===== config.mk =====
export PLATFORM = sky130hd
export DESIGN_NAME = lif_spike_rate_decoder_flat
export DESIGN_NICKNAME = d
export VERILOG_FILES = /design/src/rtl/lif_spike_rate_decoder_if.sv /design/src/rtl/lif_spike_rate_decoder.sv /design/src/flat_wrapper.sv
export SDC_FILE = /design/constraint.sdc
export NUM_CORES = 1
export LEC_CHECK = 0
export CORE_MARGIN = 8
export CORE_UTILIZATION = 55
export CTS_BUF_LIST = sky130_fd_sc_hd__clkbuf_16
export DETAILED_ROUTE_END_ITERATION = 12
export PLACE_DENSITY_LB_ADDON = 0.12
export SYNTH_ARGS = -nofsm -noshare
export SYNTH_HDL_FRONTEND = slang
export SYNTH_SLANG_ARGS = --single-unit

===== constraint.sdc =====
create_clock -name clk -period 4.6 [get_ports clk]
set_input_delay 0.92 -clock clk [delete_from_list [all_inputs] [get_ports clk]]
set_output_delay 0.92 -clock clk [all_outputs]
set_load 0.02 [all_outputs]

===== src/rtl/lif_spike_rate_decoder_if.sv =====
// lif_spike_rate_decoder_if: valid/ready event stream carrying (index, count, last) per neuron.
interface lif_spike_rate_decoder_if #(
    parameter int N     = 8,
    parameter int CNT_W = 8
);
    logic                 rd_valid;
    logic                 rd_ready;
    logic [$clog2(N)-1:0] rd_idx;
    logic [CNT_W-1:0]     rd_count;
    logic                 rd_last;

    modport master (output rd_valid, rd_idx, rd_count, rd_last, input rd_ready);
    modport slave  (input rd_valid, rd_idx, rd_count, rd_last, output rd_ready);
endinterface


===== src/rtl/lif_spike_rate_decoder.sv =====
// lif_spike_rate_decoder: windowed per-neuron spike counter with a banked (index, count) readout stream.
// Optional SKIP_ZERO_EN: readout emits only neurons whose window count is nonzero.
module lif_spike_rate_decoder #(
    parameter int N     = 8,
    parameter int CNT_W = 8,
    parameter int WIN_W = 10
) (
    input  logic                      clk,
    input  logic                      rst_n,
    input  logic                      ena,
    input  logic [N-1:0]              spikes_in,
    input  logic [WIN_W-1:0]          win_len,
    lif_spike_rate_decoder_if.master  rd,
    output logic                      overrun
);
    localparam int IW = $clog2(N);

    typedef enum logic {IDLE, READOUT} state_t;

    state_t           r_state;
    logic [N-1:0]     r_s_q;
    logic [WIN_W-1:0] r_win_cnt;
    logic [WIN_W-1:0] r_win_len_q;
    logic [CNT_W-1:0] r_cnt [N];
    logic [CNT_W-1:0] r_bank [N];
    logic [IW-1:0]    r_idx;
    logic [CNT_W-1:0] r_count;
    logic             r_last;
    logic             r_overrun;

    logic [CNT_W-1:0] w_cnt_next [N];
    logic [N-1:0]     w_nz_new;
    logic [N-1:0]     w_nz_bank;
    logic [IW:0]      w_new_first;
    logic [IW:0]      w_adv;
    logic             w_new_last;
    logic             w_adv_last;
    logic             w_win_end;
    logic             w_xfer;
    logic             w_idle_next;

    // Lowest set bit of nz at or above start; MSB flags whether one exists.
    function automatic logic [IW:0] scan(input logic [N-1:0] nz, input int start);
        logic [IW:0] res;
        res = '0;
        for (int k = N - 1; k >= 0; k--)
            if (k >= start && nz[k]) res = {1'b1, IW'(k)};
        return res;
    endfunction

    always_comb begin
        for (int k = 0; k < N; k++) begin
            w_cnt_next[k] = &r_cnt[k] ? r_cnt[k] : r_cnt[k] + CNT_W'(r_s_q[k]);
`ifdef SKIP_ZERO_EN
            w_nz_new[k]  = |w_cnt_next[k];
            w_nz_bank[k] = |r_bank[k];
`else
            w_nz_new[k]  = 1'b1;
            w_nz_bank[k] = 1'b1;
`endif
        end
    end

    assign w_new_first = scan(w_nz_new, 0);
    assign w_new_last  = ~|(w_nz_new >> (int'(w_new_first[IW-1:0]) + 1));
    assign w_adv       = scan(w_nz_bank, int'(r_idx) + 1);
    assign w_adv_last  = ~|(w_nz_bank >> (int'(w_adv[IW-1:0]) + 1));
    assign w_win_end   = ena && (r_win_cnt == r_win_len_q);
    assign w_xfer      = (r_state == READOUT) && rd.rd_ready;
    assign w_idle_next = (r_state == IDLE) || (w_xfer && r_last);

    always_ff @(posedge clk or negedge rst_n) begin
        if (!rst_n) begin
            r_state     <= IDLE;
            r_s_q       <= '0;
            r_win_cnt   <= '0;
            r_win_len_q <= '1;
            r_cnt       <= '{default: '0};
            r_bank      <= '{default: '0};
            r_idx       <= '0;
            r_count     <= '0;
            r_last      <= 1'b0;
            r_overrun   <= 1'b0;
        end else begin
            r_s_q <= spikes_in;
            if (ena) begin
                r_win_cnt <= w_win_end ? '0 : r_win_cnt + 1'b1;
                for (int k = 0; k < N; k++)
                    r_cnt[k] <= w_win_end ? '0 : w_cnt_next[k];
                if (w_win_end)
                    r_win_len_q <= win_len;
            end
            if (w_xfer) begin
                r_state <= (r_last || !w_adv[IW]) ? IDLE : READOUT;
                r_idx   <= r_last ? '0 : w_adv[IW-1:0];
                r_count <= r_last ? '0 : r_bank[w_adv[IW-1:0]];
                r_last  <= !r_last && w_adv_last;
            end
            // A new snapshot wins over the tail of the previous readout when both land on one edge.
            if (w_win_end && w_new_first[IW]) begin
                if (w_idle_next) begin
                    r_state <= READOUT;
                    r_bank  <= w_cnt_next;
                    r_idx   <= w_new_first[IW-1:0];
                    r_count <= w_cnt_next[w_new_first[IW-1:0]];
                    r_last  <= w_new_last;
                end else begin
                    r_overrun <= 1'b1;
                end
            end
        end
    end

    assign rd.rd_valid = (r_state == READOUT);
    assign rd.rd_idx   = r_idx;
    assign rd.rd_count = r_count;
    assign rd.rd_last  = r_last;
    assign overrun     = r_overrun;
endmodule


===== src/flat_wrapper.sv =====
// flat-port wrapper written by rule: the top's interface ports become plain ports
module lif_spike_rate_decoder_flat 
#(
    parameter int N     = 8,
    parameter int CNT_W = 8,
    parameter int WIN_W = 10
)
  (clk, rst_n, ena, spikes_in, win_len, overrun, rd_rd_valid, rd_rd_idx, rd_rd_count, rd_rd_last, rd_rd_ready);
  lif_spike_rate_decoder_if #(.N(N), .CNT_W(CNT_W)) rd_i ();
  input  logic clk;
  input  logic rst_n;
  input  logic ena;
  input  logic [N-1:0] spikes_in;
  input  logic [WIN_W-1:0] win_len;
  output logic overrun;
  output wire logic [$bits(rd_i.rd_valid)-1:0] rd_rd_valid;
  output wire logic [$bits(rd_i.rd_idx)-1:0] rd_rd_idx;
  output wire logic [$bits(rd_i.rd_count)-1:0] rd_rd_count;
  output wire logic [$bits(rd_i.rd_last)-1:0] rd_rd_last;
  input wire logic [$bits(rd_i.rd_ready)-1:0] rd_rd_ready;
  assign rd_rd_valid = rd_i.rd_valid;
  assign rd_rd_idx = rd_i.rd_idx;
  assign rd_rd_count = rd_i.rd_count;
  assign rd_rd_last = rd_i.rd_last;
  assign rd_i.rd_ready = rd_rd_ready;
  lif_spike_rate_decoder #(.N(N), .CNT_W(CNT_W), .WIN_W(WIN_W)) u_core (.clk(clk), .rst_n(rst_n), .ena(ena), .spikes_in(spikes_in), .win_len(win_len), .rd(rd_i), .overrun(overrun));
endmodule

### Yosys cells after proc, flatten, opt, wreduce, memory -nomap -nowiden

Index checks and enable logic that the tools add are counted.
W data, S select, Z words.

| word-level totals | value |
|---|---|
| register bits after elaboration | 170 |
| output and inout bits | 14 |

| cells by class | value |
|---|---|
| add/subtract/negate cells | 11 |
| magnitude comparators | 9 |
| eq/ne operators | 1 |
| shift operators | 1 |
| muxes and demuxes | 43 |
| bitwise operators | 3 |
| reductions and logical operators | 21 |

Operators by type and width:

| cell | count |
|---|---|
| $mux W8 | 22 |
| $ge A4 B32 Y1 const A | 4 |
| $add A8 B1 Y8 | 8 |
| $ge A3 B32 Y1 const A | 2 |
| $reduce_and A8 Y1 | 8 |
| $ge A1 B32 Y1 const A | 1 |
| $ge A2 B32 Y1 const A | 1 |
| $mux W4 | 8 |
| $shr A8 B32 Y8 const A | 1 |
| $bmux W8 S3 | 1 |
| $mux W3 | 4 |
| $add A10 B1 Y10 const B | 1 |
| $eq A10 B10 Y1 | 1 |
| $mux W10 | 1 |
| $add A3 B1 Y4 const B | 2 |
| $reduce_or A8 Y1 | 1 |
| $mux W1 | 7 |
| $reduce_and A2 Y1 | 3 |
| $ge A4 B4 Y1 const B | 1 |
| $logic_and A1 B1 Y1 | 4 |
| $not A3 Y4 | 1 |
| $logic_not A1 Y1 | 3 |
| $logic_or A1 B1 Y1 | 2 |
| $not A1 Y1 | 2 |

### Depth between registers and ports, before layout

Gate-level depths: netlist (run 1).

| logic depth | value |
|---|---|
| depth in word-level cells | 18 |
| depth in mapped cells | 10 |

### Worst setup path before layout (run 1)

No wires, ideal clock.

| path | value |
|---|---|
| path kind | reg-to-reg |
| from | reg u_core.r_idx[0] (netlist: u_core.rd.rd_idx[0]) |
| to | reg u_core.r_count[1] (netlist: u_core.rd.rd_count[1]) |
| arrival time | 2849 ps |
| path slack | 1632 ps |
| cell stages (with the launch flop) | 11 |
| buffers on the path | 4 |
| clock period less this slack | 2968 ps |
| cells stage by stage | dfrtp_1 > clkbuf_1 > buf_2 > inv_1 > ha_1 > buf_2 > buf_2 > mux4_2 > mux2i_1 > o21ai_0 > o21a_1 |

| on the way | value |
|---|---|
| word-level cells in the longest chain between the ends | 18 |
| elaborated cells between the ends (all ways) | 25 |

Ends and longest elaborated chain:

| element | RTL line | source |
|---|---|---|
| from (decl) | lif_spike_rate_decoder.sv:26 | `logic [IW-1:0] r_idx;` |
| from (signal assigned) | lif_spike_rate_decoder.sv:95 | `r_idx <= r_last ? '0 : w_adv[IW-1:0];` |
| from (signal assigned) | lif_spike_rate_decoder.sv:104 | `r_idx <= w_new_first[IW-1:0];` |
| $add A3 B1 Y4 (*) | lif_spike_rate_decoder.sv:66 | `assign w_adv = scan(w_nz_bank, int'(r_idx) + 1);` |
| $ge A4 B32 Y1 | lif_spike_rate_decoder.sv:47 | `if (k >= start && nz[k]) res = {1'b1, IW'(k)};` |
| $mux W4 (7 in series) | lif_spike_rate_decoder.sv:47 |  |
| $mux W4 (*) | lif_spike_rate_decoder.sv:47 |  |
| $not A3 Y4 (implied by the code) (*) | lif_spike_rate_decoder.sv:96 | `r_count <= r_last ? '0 : r_bank[w_adv[IW-1:0]];` |
| $bmux W8 S3 (*) | lif_spike_rate_decoder.sv:96 |  |
| $mux W8 (implied by the code) (*) (2 in series) | lif_spike_rate_decoder.sv:96 |  |
| $mux W8 (*) | lif_spike_rate_decoder.sv:96 |  |
| $mux W8 (*) | lif_spike_rate_decoder.sv:93 | `if (w_xfer) begin` |
| $mux W8 | lif_spike_rate_decoder.sv:101 | `if (w_idle_next) begin` |
| $mux W8 (*) | lif_spike_rate_decoder.sv:100 | `if (w_win_end && w_new_first[IW]) begin` |
| to (signal assigned) | lif_spike_rate_decoder.sv:96 |  |
| to (signal assigned) | lif_spike_rate_decoder.sv:105 | `r_count <= w_cnt_next[w_new_first[IW-1:0]];` |
| to (decl) | lif_spike_rate_decoder.sv:27 | `logic [CNT_W-1:0] r_count;` |

Every way passes the cells marked *; elsewhere a longest branch is shown, timed or not. The select of a mux whose other input is x is not followed.
A chain may end at the register's enable or synchronous reset.

### Worst setup path after layout (run 1)

| path | value |
|---|---|
| from | in rd_rd_ready |
| to | reg u_core.r_bank[29] (netlist bit) |

| on the way | value |
|---|---|
| word-level cells in the longest chain between the ends | 4 |

Ends and longest elaborated chain:

| element | RTL line | source |
|---|---|---|
| from (decl) | flat_wrapper.sv:20 | `input wire logic [$bits(rd_i.rd_ready)-1:0] rd_rd_ready;` |
| $logic_and A1 B1 Y1 | lif_spike_rate_decoder.sv:69 | `assign w_xfer = (r_state == READOUT) && rd.rd_ready;` |
| $logic_and A1 B1 Y1 | lif_spike_rate_decoder.sv:70 | `assign w_idle_next = (r_state == IDLE) \|\| (w_xfer && r_last);` |
| $logic_or A1 B1 Y1 | lif_spike_rate_decoder.sv:70 |  |
| $reduce_and A2 Y1 (no source line) | - |  |
| to (signal assigned) | lif_spike_rate_decoder.sv:103 | `r_bank <= w_cnt_next;` |
| to (decl) | lif_spike_rate_decoder.sv:25 | `logic [CNT_W-1:0] r_bank [N];` |

No other way between the ends.

==> impl_metrics.json, run 1 <==
{
  "setup_viol_count_final": 0,
  "row_count": 46,
  "multi_input_area_mm2": 0.00420,
  "crit_type": "in -> reg",
  "yosysTopAreaCell": "dfrtp_1",
  "finalCritPeriodShare_pct": 69.1,
  "max_cap_violations": 0,
  "start_util_pct": 55.7,
  "core_area_mm2": 0.0157,
  "synthesis.area_mm2": 0.00875,
  "cp-start-kind": "input pin",
  "via_per_inst": 5.82,
  "ctsResizeCount": 0,
  "ir_drop_v": 0.000328,
  "finish.utilization_pct": 63.2,
  "syn_avg_cell_area_um2": 9.24,
  "timing.rr.start": "u_core.r_win_len_q[7]$_DFFE_PN1P_",
  "grt_max_degree": 89,
  "power_leakage_nw": 4.44,
  "initialDrtViolationCount": 478,
  "clk_path_buf_depth": 2,
  "clock_skew_ps": 7.69,
  "min_from": "u_core.r_win_len_q[2]$_DFFE_PN1P_",
  "synth_seq_cells": 170,
  "ys_seq_area_share_pct": 48.8,
  "insertion_delay_ps": 430,
  "synthFlopType": "dfrtp_1",
  "antenna_found_initial": 0,
  "routed_wl_um": 19900,
  "status": "complete, no violations",
  "drive_above_1_share_pct": 9.67,
  "die-area_mm2": 0.0202,
  "mostFrequentLayoutCell": "dfrtp_1",
  "min_period_ps": 3180,
  "yosysWarningCount": 0,
  "cts_tree": "done",
  "track_usage_pct": 20.9,
  "worstSetupEndpointType": "register",
  "synthArstFlopShare_pct": 100,
  "critPathMaxFanout": 40,
  "fill_cells": 1343,
  "cp.arrival_ps": 3500,
  "hold_viol": 0,
  "drt-wirelength-per-cell_um": 16.7,
  "cts_buffers": 17,
  "syn_to_final_growth_pct": 13.4,
  "synth_cell_type_count": 41,
  "die_width_um": 142,
  "dr.pass1.iters": 5,
  "min_path_cells": 2,
  "fin_nets": 1001,
  "synth_top_area_share_pct": 45.8,
  "seq_area_mm2": 0.00427,
  "synth-edff-count": 0,
  "port_buffers": 35,
  "grt_overflow": 0,
  "slew_viol_final": 0,
  "synth_area_leaders": "dfrtp_1 46%, nand2_1 5.6%, a21oi_1 5.1%",
  "hold_buffers": 0,
  "drc_errors": 0,
  "syn_inst": 947,
  "power_density_mw_per_mm2": 618,
  "fmax_mhz": 314,
  "grt_first_pass_wirelength_um": 33400,
  "crit_required_ps": 4920,
  "fin_tns_setup_ps": 0,
  "worstSetupStartpoint": "rd_rd_ready",
  "cts_root_buf": "clkbuf_16",
  "ff2ff_path_depth": 6,
  "rsz0062_at_grt": "no",
  "clkTransAtPathRegs_ps": 60,
  "grt_pass1_vias": 6540,
  "pin_count": 36,
  "post-cts-setup-buffer-count": 0,
  "dr_total_vias": 6911,
  "p_total_mw": 6.13,
  "syn_nets": 989,
  "num_antenna_cells": 0,
  "gp_congestion": 0.824,
  "hold_class": "reg -> reg",
  "detail-route-antenna-nets": 0,
  "htreeDepth": 4,
  "layout_common_cells": "160 x dfrtp_1, 130 x nand2_1, 113 x nor2_1",
  "hold_ws_ps": 457,
  "tightestPinTransition_ps": 1010,
  "dp_hpwl_um": 13400,
  "relSlewSlack_pct": 32.3,
  "die_h_um": 142,
  "cts_sinks": 170
}
sequential cells by signal, indices dropped and copies added (netlist names):
register and count:
u_core.r_bank 64, u_core.r_cnt 64, u_core.r_win_cnt 10, u_core.r_win_len_q 10, u_core.r_s_q 8, u_core.rd.rd_count 8
u_core.rd.rd_idx 3, u_core.overrun 1, u_core.rd.rd_last 1, u_core.rd.rd_valid 1
metrics by stage:
stage,setup slack [ps],instance area (µm²),cells
after global routing,1270,9920,1188
after detailed placement,1010,9270,1156
after floorplan,1630,8750,947
after CTS,1460,9920,1188
final,1420,9920,1188
after global placement,1070,9270,1156
path summary, 6_finish.rpt:
kind / to / slack (ps)
min: u_core.r_win_len_q[2]$_DFFE_PN1P_ / 460
max reg2reg: u_core.r_bank[29]$_DFFE_PN0P_ / 1730
max: u_core.r_bank[29]$_DFFE_PN0P_ / 1420
min in group asynchronous: u_core.r_win_cnt[9]$_DFFE_PN0P_ / 510
min reg2reg: u_core.r_win_len_q[2]$_DFFE_PN1P_ / 460
max in group asynchronous: u_core.r_cnt[29]$_DFFE_PN0P_ / 3200
cell families (layout without fill, tap and decap cells):
logic type               after synthesis  count (layout)  synth area share (%)
AND/OR/NAND/NOR                      389             389                  19.8
buffers and inverters                 71              96                  3.56
flip-flops                           170             170                  48.8
adder cells (fa/ha/maj)               20              20                  2.86
multiplexers                          34              34                  6.18
AO/OA/AOI/OAI                        217             217                  14.2
XOR/XNOR                              46              46                  4.60
worst max-delay path, cell delays in order:
cell and delay, ps:
clkdlybuf4s50_1 520, a21boi_0 100, buf_4 170, or4_2 1060, buf_4 400, nor3_1 240
nor2_1 60
report_power, final:
part | total (mW) | switching, mW | internal [mW]
clock | 1.60 | 0.588 | 1.01
sequential | 2.59 | 0.529 | 2.06
combinational | 1.94 | 0.994 | 0.950
total | 6.13 | 2.11 | 4.02
per-layer routing:
metal	vias to the layer above	routed length [µm]	GRT usage, %
met3	25	910	3.86
met5	-	0	0
li1	3323	-	-
met2	171	8830	30.9
met1	3392	9850	30.1
met4	0	303	7.12
cell usage after synthesis, types with 2 or more instances:
cell type,instances
buf_6,3
o21a_1,10
nor2_1,113
a22oi_1,3
ha_1,20
buf_1,2
clkbuf_1,37
o21ai_0,72
o2bb2ai_1,8
buf_2,18
or3_1,5
mux4_2,16
inv_1,11
nand4_1,17
a21oi_1,89
and3_1,16
xnor2_1,24
xor2_1,22
a21o_1,6
nand2_1,130
o22ai_1,4
o31ai_1,13
dfrtp_1,160
nor3_1,47
nand3b_1,4
nor2b_1,2
a22o_1,6
dfstp_2,10
or2_2,13
nand3_1,31
nand2b_1,8
mux2i_1,18
final cells by class:
cell class | count | share of cell area (%)
clock buffers | 17 | 4.29
flip-flops and latches | 170 | 43.0
well taps | 216 | 2.72
inverters | 11 | 0.416
repair buffers | 53 | 4.98
clock inverters | 15 | 2.33
multi-input cells | 706 | 42.3
Note: power is estimated with default switching activity, not from simulation.
==> run 2, diff against run 1 <==
Clock period 4.6 ns to 2.8 ns, I/O delays scaled along.
==> run 2 against run 1 <==
Compared with the run above: clock power grew 34%; critical path type is now reg -> reg; count of clock-buffer cells in the layout is the same; final cell count grew 0.84%; non-clock buffer count grew 10; global-route usage grew 0.42 points; via count is essentially flat; clock skew grew 2.3 ps; critical endpoint is now u_core.r_bank[58]$_DFFE_PN0P_; total power grew 57%; core utilization shrank 0.29 points; setup slack lost 1100 ps.
==> impl_metrics.json, run 2 (synthesis gave the netlist of run 1 again) <==
{
  "status": "complete, no violations",
  "max_cap_violations": 0,
  "hold_ws_ps": 84.0,
  "reg_top3": "u_core.r_bank x64, u_core.r_cnt x64",
  "crit_required_ps": 3100,
  "grt_pass1_vias": 6575,
  "hold_viol": 0,
  "core_area_mm2": 0.0157,
  "cts_buffers": 17,
  "detail-route-antenna-nets": 0,
  "cts_tree": "done",
  "critPathMaxFanout": 18,
  "mostFrequentLayoutCell": "dfrtp_1",
  "fin_nets": 1011,
  "num_antenna_cells": 0,
  "power_density_mw_per_mm2": 977,
  "dr_total_vias": 6912,
  "clock_skew_ps": 9.98,
  "fmax_mhz": 401,
  "worstSetupStartpoint": "u_core.r_win_len_q[8]$_DFFE_PN1P_",
  "layout_common_cells": "160 x dfrtp_1, 130 x nand2_1, 113 x nor2_1",
  "clkTransAtPathRegs_ps": 60,
  "cts_root_buf": "clkbuf_16",
  "pre_cts_slack_ps": 64.3,
  "r2r_setup_slack_ps": 310,
  "tightestPinTransition_ps": 985,
  "drc_errors": 0,
  "antenna_found_initial": 0,
  "setup_viol_count_final": 0,
  "grt_overflow": 0,
  "cpPeakStageDelay_ps": 760,
  "ir_drop_v": 0.000540,
  "setup_slack_ps": 307,
  "power_leakage_nw": 4.44,
  "grt_first_pass_wirelength_um": 34200,
  "worstPathCellList": "xnor2_1, nand4_1, or4_2, buf_4, nor3_1, nor2_1",
  "dp_hpwl_um": 14000,
  "post-cts-setup-buffer-count": 0,
  "dp_cells": 1166,
  "grt.met2_usage_pct": 30.5,
  "instances_no_fill": 1198,
  "htreeDepth": 4,
  "grt_max_degree": 67,
  "timing.rr.start": "u_core.r_win_len_q[8]$_DFFE_PN1P_",
  "fin_tns_setup_ps": 0,
  "drive_above_1_share_pct": 9.78,
  "rsz0062_at_grt": "no",
  "gp_congestion": 0.856,
  "relSlewSlack_pct": 33.8,
  "port_buffers": 35,
  "hold_class": "in -> async",
  "grt_busiest_layer": "met1",
  "finish.utilization_pct": 62.9,
  "track_usage_pct": 21.3,
  "syn_to_final_growth_pct": 12.9,
  "finalCritPeriodShare_pct": 89.0,
  "clk_path_buf_depth": 2,
  "fill_cells": 1355,
  "grtUsageMet1_pct": 31.8,
  "routed_wl_um": 20200,
  "grt_use_met3_pct": 3.72,
  "die_width_um": 142,
  "dr.pass1.iters": 5,
  "die-area_mm2": 0.0202,
  "hold_buffers": 0,
  "seq_area_mm2": 0.00427,
  "crit_type": "reg -> reg",
  "cp-start-kind": "register",
  "start_util_pct": 55.7,
  "die_h_um": 142,
  "cp.arrival_ps": 2800,
  "drt-wirelength-per-cell_um": 16.9,
  "min_period_ps": 2490,
  "slew_viol_final": 0,
  "critPathSlowestCell": "or4_2",
  "cts_sinks": 170,
  "via_per_inst": 5.77,
  "pin_count": 36,
  "initialDrtViolationCount": 580,
  "crit_path_end": "u_core.r_bank[58]$_DFFE_PN0P_",
  "insertion_delay_ps": 430,
  "row_count": 46,
  "worstSetupEndpointType": "register",
  "reg2reg_to": "u_core.r_bank[58]$_DFFE_PN0P_",
  "ctsResizeCount": 0,
  "multi_input_area_mm2": 0.00419,
  "ff2ff_path_depth": 6
}
==> run 2: cell types whose count changed in the layout (fill, tap and decap cells not counted), sizes merged <==
cell	before	now
clkinv	5	9
buf	20	30
bufinv	6	1
inv	13	14
==> run 2: stage by stage <==
| step | power [mW] | instance area [µm²] |
|---|---|---|
| after floorplan | 6.42 | 8750 |
| after global placement | 7.45 | 9360 |
| after detailed placement | 7.55 | 9360 |
| after CTS | 9.69 | 9880 |
| after global routing | 10.3 | 9880 |
| final | 9.65 | 9880 |
==> run 2: where the power goes <==
part / internal, mW / total (mW) / switching [mW]
Clock: 1.19 / 2.14 / 0.946
Combinational: 1.58 / 3.24 / 1.66
Sequential: 3.39 / 4.27 / 0.884
Total: 6.16 / 9.65 / 3.49
==> run 2: routing by layer <==
layer / up-vias / share of wire (%) / wire, µm
li1: 3358 / - / -
met3: 25 / 6.0 / 1210
met1: 3343 / 49 / 9940
met4: 0 / 1.4 / 291
met2: 186 / 43 / 8760
met5: - / 0 / 0
==> run 2: how the worst min path moves through the flow <==
stage,to,slack [ps],depth (start not counted)
after detailed placement,u_core.overrun$_DFFE_PN0P_,450,1
after global placement,u_core.overrun$_DFFE_PN0P_,450,1
final,u_core.r_win_cnt[5]$_DFFE_PN0P_,80,1
after floorplan,u_core.overrun$_DFFE_PN0P_,260,0
after global routing,u_core.r_win_cnt[5]$_DFFE_PN0P_,130,1
after CTS,u_core.r_win_cnt[5]$_DFFE_PN0P_,110,1
==> run 2: layout make-up <==
| type | count | area share (%) |
|---|---|---|
| repair buffers | 63 | 6.02 |
| well taps | 216 | 2.74 |
| flip-flops and latches | 170 | 43.2 |
| inverters | 11 | 0.418 |
| clock buffers | 17 | 4.31 |
| multi-input cells | 706 | 42.4 |
| clock inverters | 15 | 0.963 |
==> run 2: critical path, delay by kind of cell, from the launching register on <==
family | cells | cell delay, ps
xor gates and xnor gates | 1 | 160
buffers and inverters | 1 | 240
DFF | 1 | 550
and+or+nand+nor | 4 | 1420
==> run 3, diff against run 2 <==
Settings changed: CORE_MARGIN 8 to default.
==> run 3 against run 2 <==
Compared with the run above: clock power increased by 14%; critical path depth unchanged; core utilization increased by 1.8 points; register-to-register slack about the same; first-iteration DRC count decreased by 0.17%; routed wire length decreased by 0.67%; via count increased by 0.95%; non-clock buffer count decreased by 5; setup slack improved by 3.4 ps; combinational power about the same; final cell count decreased by 0.83%; cell area increased by 0.68%; critical endpoint unchanged; largest power group unchanged.
==> impl_metrics.json, run 3 (synthesis gave the netlist of run 1 again) <==
{
  "via_per_inst": 5.87,
  "antenna_found_initial": 0,
  "num_antenna_cells": 0,
  "dr_total_vias": 6978,
  "port_buffers": 35,
  "max_cap_violations": 0,
  "grt_max_degree": 84,
  "rsz0062_at_grt": "no",
  "min_period_ps": 2490,
  "dpl-instance-area_mm2": 0.00934,
  "drc_errors": 0,
  "layout_common_cells": "160 x dfrtp_1, 130 x nand2_1, 113 x nor2_1",
  "top_layer": "met4",
  "clock_skew_ps": 6.63,
  "hold_buffers": 0,
  "wl_met2_um": 9310,
  "power_density_mw_per_mm2": 1000,
  "track_usage_pct": 26.9,
  "ctsResizeCount": 0,
  "fill_cells": 1247,
  "status": "complete, no violations",
  "ir_drop_v": 0.000708,
  "cts_root_buf": "clkbuf_16",
  "cpPeakStageDelay_ps": 840,
  "fin_nets": 1006,
  "path_buf_inv": 1,
  "dp_hpwl_um": 13900,
  "core_area_mm2": 0.0154,
  "worstSetupEndpointType": "register",
  "drive_above_1_share_pct": 9.62,
  "initialDrtViolationCount": 579,
  "intPower_mw": 6.43,
  "die_h_um": 128,
  "cp.arrival_ps": 2800,
  "finalCritPeriodShare_pct": 88.9,
  "critPathSlowestCell": "or4_2",
  "worstPathCellList": "xnor2_1, nand3_1, or4_2, buf_4, nor3_1, nor2_1",
  "mostFrequentLayoutCell": "dfrtp_1",
  "cp_top_family": "simple AND/OR/NAND/NOR gates",
  "hold_ws_ps": 94.8,
  "gp_congestion": 0.846,
  "sequentialPowerShare_pct": 43.0,
  "clkPwrFrac_pct": 24.4,
  "cts_sinks": 170,
  "power_leakage_nw": 4.45,
  "die_width_um": 128,
  "slew_viol_final": 0,
  "htreeDepth": 4,
  "reg_top3": "u_core.r_bank x64, u_core.r_cnt x64",
  "dr.pass1.iters": 6,
  "drt-wirelength-per-cell_um": 16.9,
  "clk_path_buf_depth": 2,
  "grt_overflow": 0,
  "combPwrFrac_pct": 32.6,
  "fmax_mhz": 402,
  "stdcell_area_mm2": 0.00995,
  "relSlewSlack_pct": 35.2,
  "p_total_mw": 9.95,
  "clkTransAtPathRegs_ps": 60,
  "wl_met3_um": 844,
  "detail-route-antenna-nets": 0,
  "routed_wl_um": 20100,
  "power_switching_mw": 3.52,
  "pin_count": 36,
  "crit_type": "reg -> reg",
  "row_count": 45,
  "cts_tree": "done",
  "critPathMaxFanout": 8,
  "setup_slack_ps": 311,
  "crit_required_ps": 3110,
  "post-cts-setup-buffer-count": 0,
  "met1Wirelength_um": 9530,
  "grt_pass1_vias": 6820,
  "grt_first_pass_wirelength_um": 34200,
  "insertion_delay_ps": 430,
  "setup_viol_count_final": 0,
  "hold_class": "in -> async",
  "die-area_mm2": 0.0164,
  "swShare_pct": 35.3,
  "tightestPinTransition_ps": 964,
  "fin_tns_setup_ps": 0,
  "cts_buffers": 17,
  "start_util_pct": 56.9,
  "hold_viol": 0,
  "syn_to_final_growth_pct": 13.7,
  "cp-start-kind": "register",
  "pre_cts_slack_ps": 172
}
[run 3: changes by cell type in the layout (fill, tap and decap cells not counted), sizes merged]
cell / delta
bufinv: +3
inv: -1
clkinv: -2
buf: -5
[run 3: worst reg2reg max path, cell delays in order (launching register included)]
cell and delay [ps]:
dfstp_2 540, xnor2_1 120, nand3_1 310, or4_2 840
buf_4 210, nor3_1 260, nor2_1 90
[run 3: power by group through the flow]
stage	logic, mW	registers (mW)	clock network [mW]
after floorplan	2.38	4.04	0
after detailed placement	3.25	4.28	0
after global routing	3.61	4.40	2.58
after global placement	3.13	4.24	0
after CTS	3.27	4.25	2.47
final	3.24	4.28	2.43
[run 3: cell type report]
type / instances / area, µm² / area share [%]
flip-flops and latches: 170 / 4270 / 42.9
repair buffers: 58 / 582 / 5.85
multi-input cells: 706 / 4190 / 42.1
inverters: 11 / 41.3 / 0.415
clock inverters: 15 / 181 / 1.82
clock buffers: 17 / 425 / 4.28
well taps: 211 / 264 / 2.65
[run 3: metal layers]
layer / vias to the layer above / global-route usage [%]
met4: 0 / 8.24
met2: 167 / 42.1
met3: 29 / 4.88
met5: - / 0
li1: 3341 / -
met1: 3441 / 38.4
[run 3: worst paths after layout]
check                                             startpoint                                end  slack [ps]  cells past startpoint
setup / recovery           u_core.r_win_len_q[2]$_DFFE_PN1P_      u_core.r_bank[58]$_DFFE_PN0P_         310                      6
hold / removal                                         rst_n        u_core.r_cnt[6]$_DFFE_PN0P_          90                      1
setup reg to reg           u_core.r_win_len_q[2]$_DFFE_PN1P_      u_core.r_bank[58]$_DFFE_PN0P_         310                      6
hold reg to reg            u_core.r_win_len_q[6]$_DFFE_PN1P_  u_core.r_win_len_q[6]$_DFFE_PN1P_         460                      2
max in group asynchronous                              rst_n      u_core.r_bank[16]$_DFFE_PN0P_        1980                      2
min in group clk           u_core.r_win_len_q[6]$_DFFE_PN1P_  u_core.r_win_len_q[6]$_DFFE_PN1P_         460                      2
[run 3: metrics by stage]
step,utilization [%],cells
final,64.7,1188
after global routing,64.7,1188
after CTS,64.7,1188
after detailed placement,60.8,1156
after global placement,60.8,1156
after floorplan,-,947
==> variant 1: new RTL, settings of run 3 <==
`N` is set to 8 in 3 places; all go to 16.
--- a/src/rtl/lif_spike_rate_decoder_if.sv
+++ b/src/rtl/lif_spike_rate_decoder_if.sv
@@ -1,5 +1,5 @@
 // lif_spike_rate_decoder_if: valid/ready event stream carrying (index, count, last) per neuron.
 interface lif_spike_rate_decoder_if #(
-    parameter int N     = 8,
+    parameter int N     = 16,
     parameter int CNT_W = 8
 );
--- a/src/rtl/lif_spike_rate_decoder.sv
+++ b/src/rtl/lif_spike_rate_decoder.sv
@@ -2,5 +2,5 @@
 // Optional SKIP_ZERO_EN: readout emits only neurons whose window count is nonzero.
 module lif_spike_rate_decoder #(
-    parameter int N     = 8,
+    parameter int N     = 16,
     parameter int CNT_W = 8,
     parameter int WIN_W = 10
--- a/src/flat_wrapper.sv
+++ b/src/flat_wrapper.sv
@@ -2,5 +2,5 @@
 module lif_spike_rate_decoder_flat 
 #(
-    parameter int N     = 8,
+    parameter int N     = 16,
     parameter int CNT_W = 8,
     parameter int WIN_W = 10
Interface: changed (resized rd_rd_idx and spikes_in); port bits go from 36 to 45. No check against the original RTL was run, so the function may have changed too.
==> variant 1 against run 3 <==
- sequential cell count grew 137
- critical path depth increased by 1
- setup slack got worse by 52 ps
- routed wire length up 96%
- highest routed layer unchanged
- design area grew 83%
- power increased by 81%
- synthesized area increased by 84%
==> variant 1: results (changes against run 3) <==
| Metric | Value |
|---|---|
| PortBufs | `44 (+26%)` |
| H-tree levels | `2 (-2)` |
| CLK BUF | `37 (+20)` |
| Register area share after synthesis | `47.77% (-0.99 points)` |
| FF/Latch Area | `7695 sq um (+80%)` |
| Largest net degree at the start of global routing | `107 (+27%)` |
| Crit-path max FO | `10 (+2)` |
| Synth Area in XOR/XNOR | `5.662% (+1.1 points)` |
| Clock buf/inv share | `5.890% (-0.21 points)` |
| Worst Path Arrival | `2930 ps (+130 ps)` |
| DP Worst Slack | `153.7 ps (-18.28 ps)` |
| Clock Sink Count | `307 (+81%)` |
| Drt pass-1 iters | `5 (-1)` |
| Mux contribution to synthesized area | `3.767% (-2.4 points)` |
| Non-clock buffer count | `99 (+71%)` |
| Multi-input gate area | `7752 sq um (+85%)` |
| Slew headroom | `37.49% (+2.3 points)` |
| Placed cells | `2167 (+87%)` |
| Outcome | `completed` |
| Met2 GRT Util | `43.41% (+1.3 points)` |
| Metal3 WL | `1.612 mm (+91%)` |
| Clock Tree Buf Depth | `3 (+1)` |
| Largest registers | `u_core.r_bank: 128 flops, u_core.r_cnt: 128 flops, u_core.r_s_q: 16 flops` |
| Clk. pwr | `4.32 mW (+78%)` |
| Gp weighted congestion | `0.9035 (+6.9%)` |
| Top cell family by delay on the critical path | `compound AO/OA/AOI/OAI gates` |
| Avg Cell Area, Syn | `8.984 sq um (-2.8%)` |
| Largest stage delay, worst path | `540 ps (-300 ps)` |
| Final wirelength | `39.25 mm (+96%)` |
| Vias in the first global route | `12650 (+85%)` |
| Met1 WL | `18.25 mm (+92%)` |
| GRT met3 Usage | `3.584% (-1.3 points)` |
| Leak | `8.663 nW (+95%)` |
| Clock skew | `15.98 ps (+9.354 ps)` |
| Slowest cell on the critical path | `mux4_2` |
| Routed vias/inst | `5.884 (+0.17%)` |
| Mapped Nets | `1859 (+88%)` |
| Die Span X | `173.1 um (+35%)` |
| Clock latency on the worst-skew pair | `520 ps (+90 ps)` |
| WL met2 | `18.54 mm (+99%)` |
| Syn-to-layout area delta | `13.00%` |
| Pint | `11.36 mW (+76%)` |
| Part of the power in registers | `42.3% (-0.7 points)` |
| Post-synthesis compound-gate area fraction | `15.53% (+1.3 points)` |
## variant 1: cell types whose count changed in the layout (fill, tap and decap cells not counted), sizes merged, moves of 49 or more
cell	change
a21oi	+122
and3	+51
dfrtp	+137
nand2	+87
nor2	+106
o21ai	+64
xor2	+49
## variant 1: worst register-to-register path: stages (launching register included)
cell	delay, ps
dfrtp_1	380
ha_1	240
a31oi_4	240
buf_4	260
buf_4	230
mux4_2	540
a22oi_1	390
a31oi_1	140
## variant 1: path summary, 6_finish.rpt
path | from | slack, ps | cells past startpoint | end
min reg2reg | u_core.r_bank[24] | 470 | 2 | u_core.r_bank[24]
min in group clk | ena | 290 | 2 | u_core.r_win_cnt[1]
max | u_core.rd.rd_idx[0] | 260 | 7 | u_core.rd.rd_count[0]
max reg2reg | u_core.rd.rd_idx[0] | 260 | 7 | u_core.rd.rd_count[0]
min | rst_n | 50 | 1 | u_core.r_cnt[63]
max in group asynchronous | rst_n | 1910 | 2 | u_core.rd.rd_idx[0]
==> variant 2: new RTL, config.mk and constraints of run 3 <==
Made on the original files. Make the reset (`rst_n`) synchronous in one clocked block.
--- a/src/rtl/lif_spike_rate_decoder.sv
+++ b/src/rtl/lif_spike_rate_decoder.sv
@@ -70,5 +70,5 @@
     assign w_idle_next = (r_state == IDLE) || (w_xfer && r_last);
 
-    always_ff @(posedge clk or negedge rst_n) begin
+    always_ff @(posedge clk) begin
         if (!rst_n) begin
             r_state     <= IDLE;
Formal check against the unedited RTL: no difference found for any inputs over 4 cycles, from zero or initial values and one cycle with rst_n low; that may be too few to reach the edited logic, so the function may still have changed.
==> variant 2 against run 3 <==
- sequential cell count did not move
- synthesized area fell by 6.0%
- routed wire length fell by 1.4%
- core utilization fell by 0.85 points
- setup slack improved by 190 ps
- design area fell by 6.3%
Power is not compared: it rests on default switching activity, and its combinational part moved more than twofold at a synthesized area within 25%.
==> variant 2: results (changes against run 3) <==
| Metric | Value |
|---|---|
| Outcome | `completed` |
| # fillers | `1265 (+1.4%)` |
| Metal3 WL | `1.182 mm (+40%)` |
| Post-synth cell types | `51 (+24%)` |
| Mux contribution to synthesized area | `7.057% (+0.88 points)` |
| Starting DRT DRC Count | `640 (+11%)` |
| GRT Overall Usage | `26.51% (-0.43 points)` |
| Worst Tran Pin Value | `796.9 ps (-167.3 ps)` |
| Crit path to | `rd_rd_idx[0]` |
| Met1 WL | `9.561 mm (+0.35%)` |
| Min-delay worst type | `flip-flop to flip-flop` |
| Worst Path Arrival | `1740 ps (-1060 ps)` |
| Final wirelength | `19.79 mm (-1.4%)` |
| Drt pass-1 iters | `5 (-1)` |
| Final Non-Filler Cells | `1157 (-2.6%)` |
| Crit-path max FO | `20 (+12)` |
| Met2 GRT Util | `39.16% (-3.0 points)` |
| WHS | `453.5 ps (+358.7 ps)` |
| Predominant post-synthesis flop cell | `dfxtp_1` |
| Post-synthesis compound-gate area fraction | `18.43% (+4.2 points)` |
| Synth Area in Adders | `2.890% (+0.030 points)` |
| WL met2 | `8.807 mm (-5.4%)` |
| Vias in the first global route | `6357 (-6.8%)` |
| Fraction of layout cells with a size suffix above 1 | `10.28% (+0.66 points)` |
| Largest net degree at the start of global routing | `75 (-11%)` |
| Register area share after synthesis | `41.37% (-7.4 points)` |
| RR Endpoint | `u_core.rd.rd_count[0]` |
| Via count | `7011 (+0.47%)` |
| Clock skew | `8.638 ps (+2.010 ps)` |
| Synth area leaders | `dfxtp_1, nand2_1, a21oi_1` |
| Design Power | `around 5.1 mW` |
| FMAX | `435.6 MHz (+8.4%)` |
| Final #Nets | `1001 (-0.50%)` |
| Synth warn | `0 (unchanged)` |
| DP Area | `8708 sq um (-6.8%)` |
| Mapped Nets | `994 (+0.51%)` |
| Placed cells | `1125 (-2.7%)` |
| Reg2reg start | `u_core.rd.rd_idx[0]` |
| Routing usage on met1 | `38.63% (+0.22 points)` |
| Post-synth top cells | `dfxtp_1, nand2_1, a21oi_1, nor2_1, nor3_1` |
==> variant 2: changes by cell type in the layout (fill, tap and decap cells not counted), moves of 10 or more <==
cell and change:
dfrtp_1 -160, mux2i_1 -14, dfxtp_1 +170, nand2b_1 +17, a211oi_1 +31, o211ai_1 +12, nand2_1 -15, mux2_2 +16
and2_1 +10, nand3_1 +10, nor2_1 -44, o21ai_0 -27, dfstp_2 -10
==> variant 2: critical path, stage by stage (launching register included) <==
cell	delay, ps
dfxtp_1	330
buf_4	310
clkdlybuf4s50_1	670
==> variant 2: layout make-up <==
type                       instances  area (sq um)  share of cell area [%]
multi-input combinational        710          4518                   48.50
sequential                       170          3403                   36.53
timing repair buffer              52         523.0                   5.614
clock buffer                      17         425.4                   4.566
tap                              184         230.2                   2.471
clock inverter                    15         182.7                   1.961
inverter                           9         33.78                  0.3626
==> variant 2: kinds of logic after synthesis <==
logic type	count (synthesis)
flops	170
simple gates	386
compound gates	237
xor+xnor	32
mux	36
fa+ha+maj	19
buf+inv	73
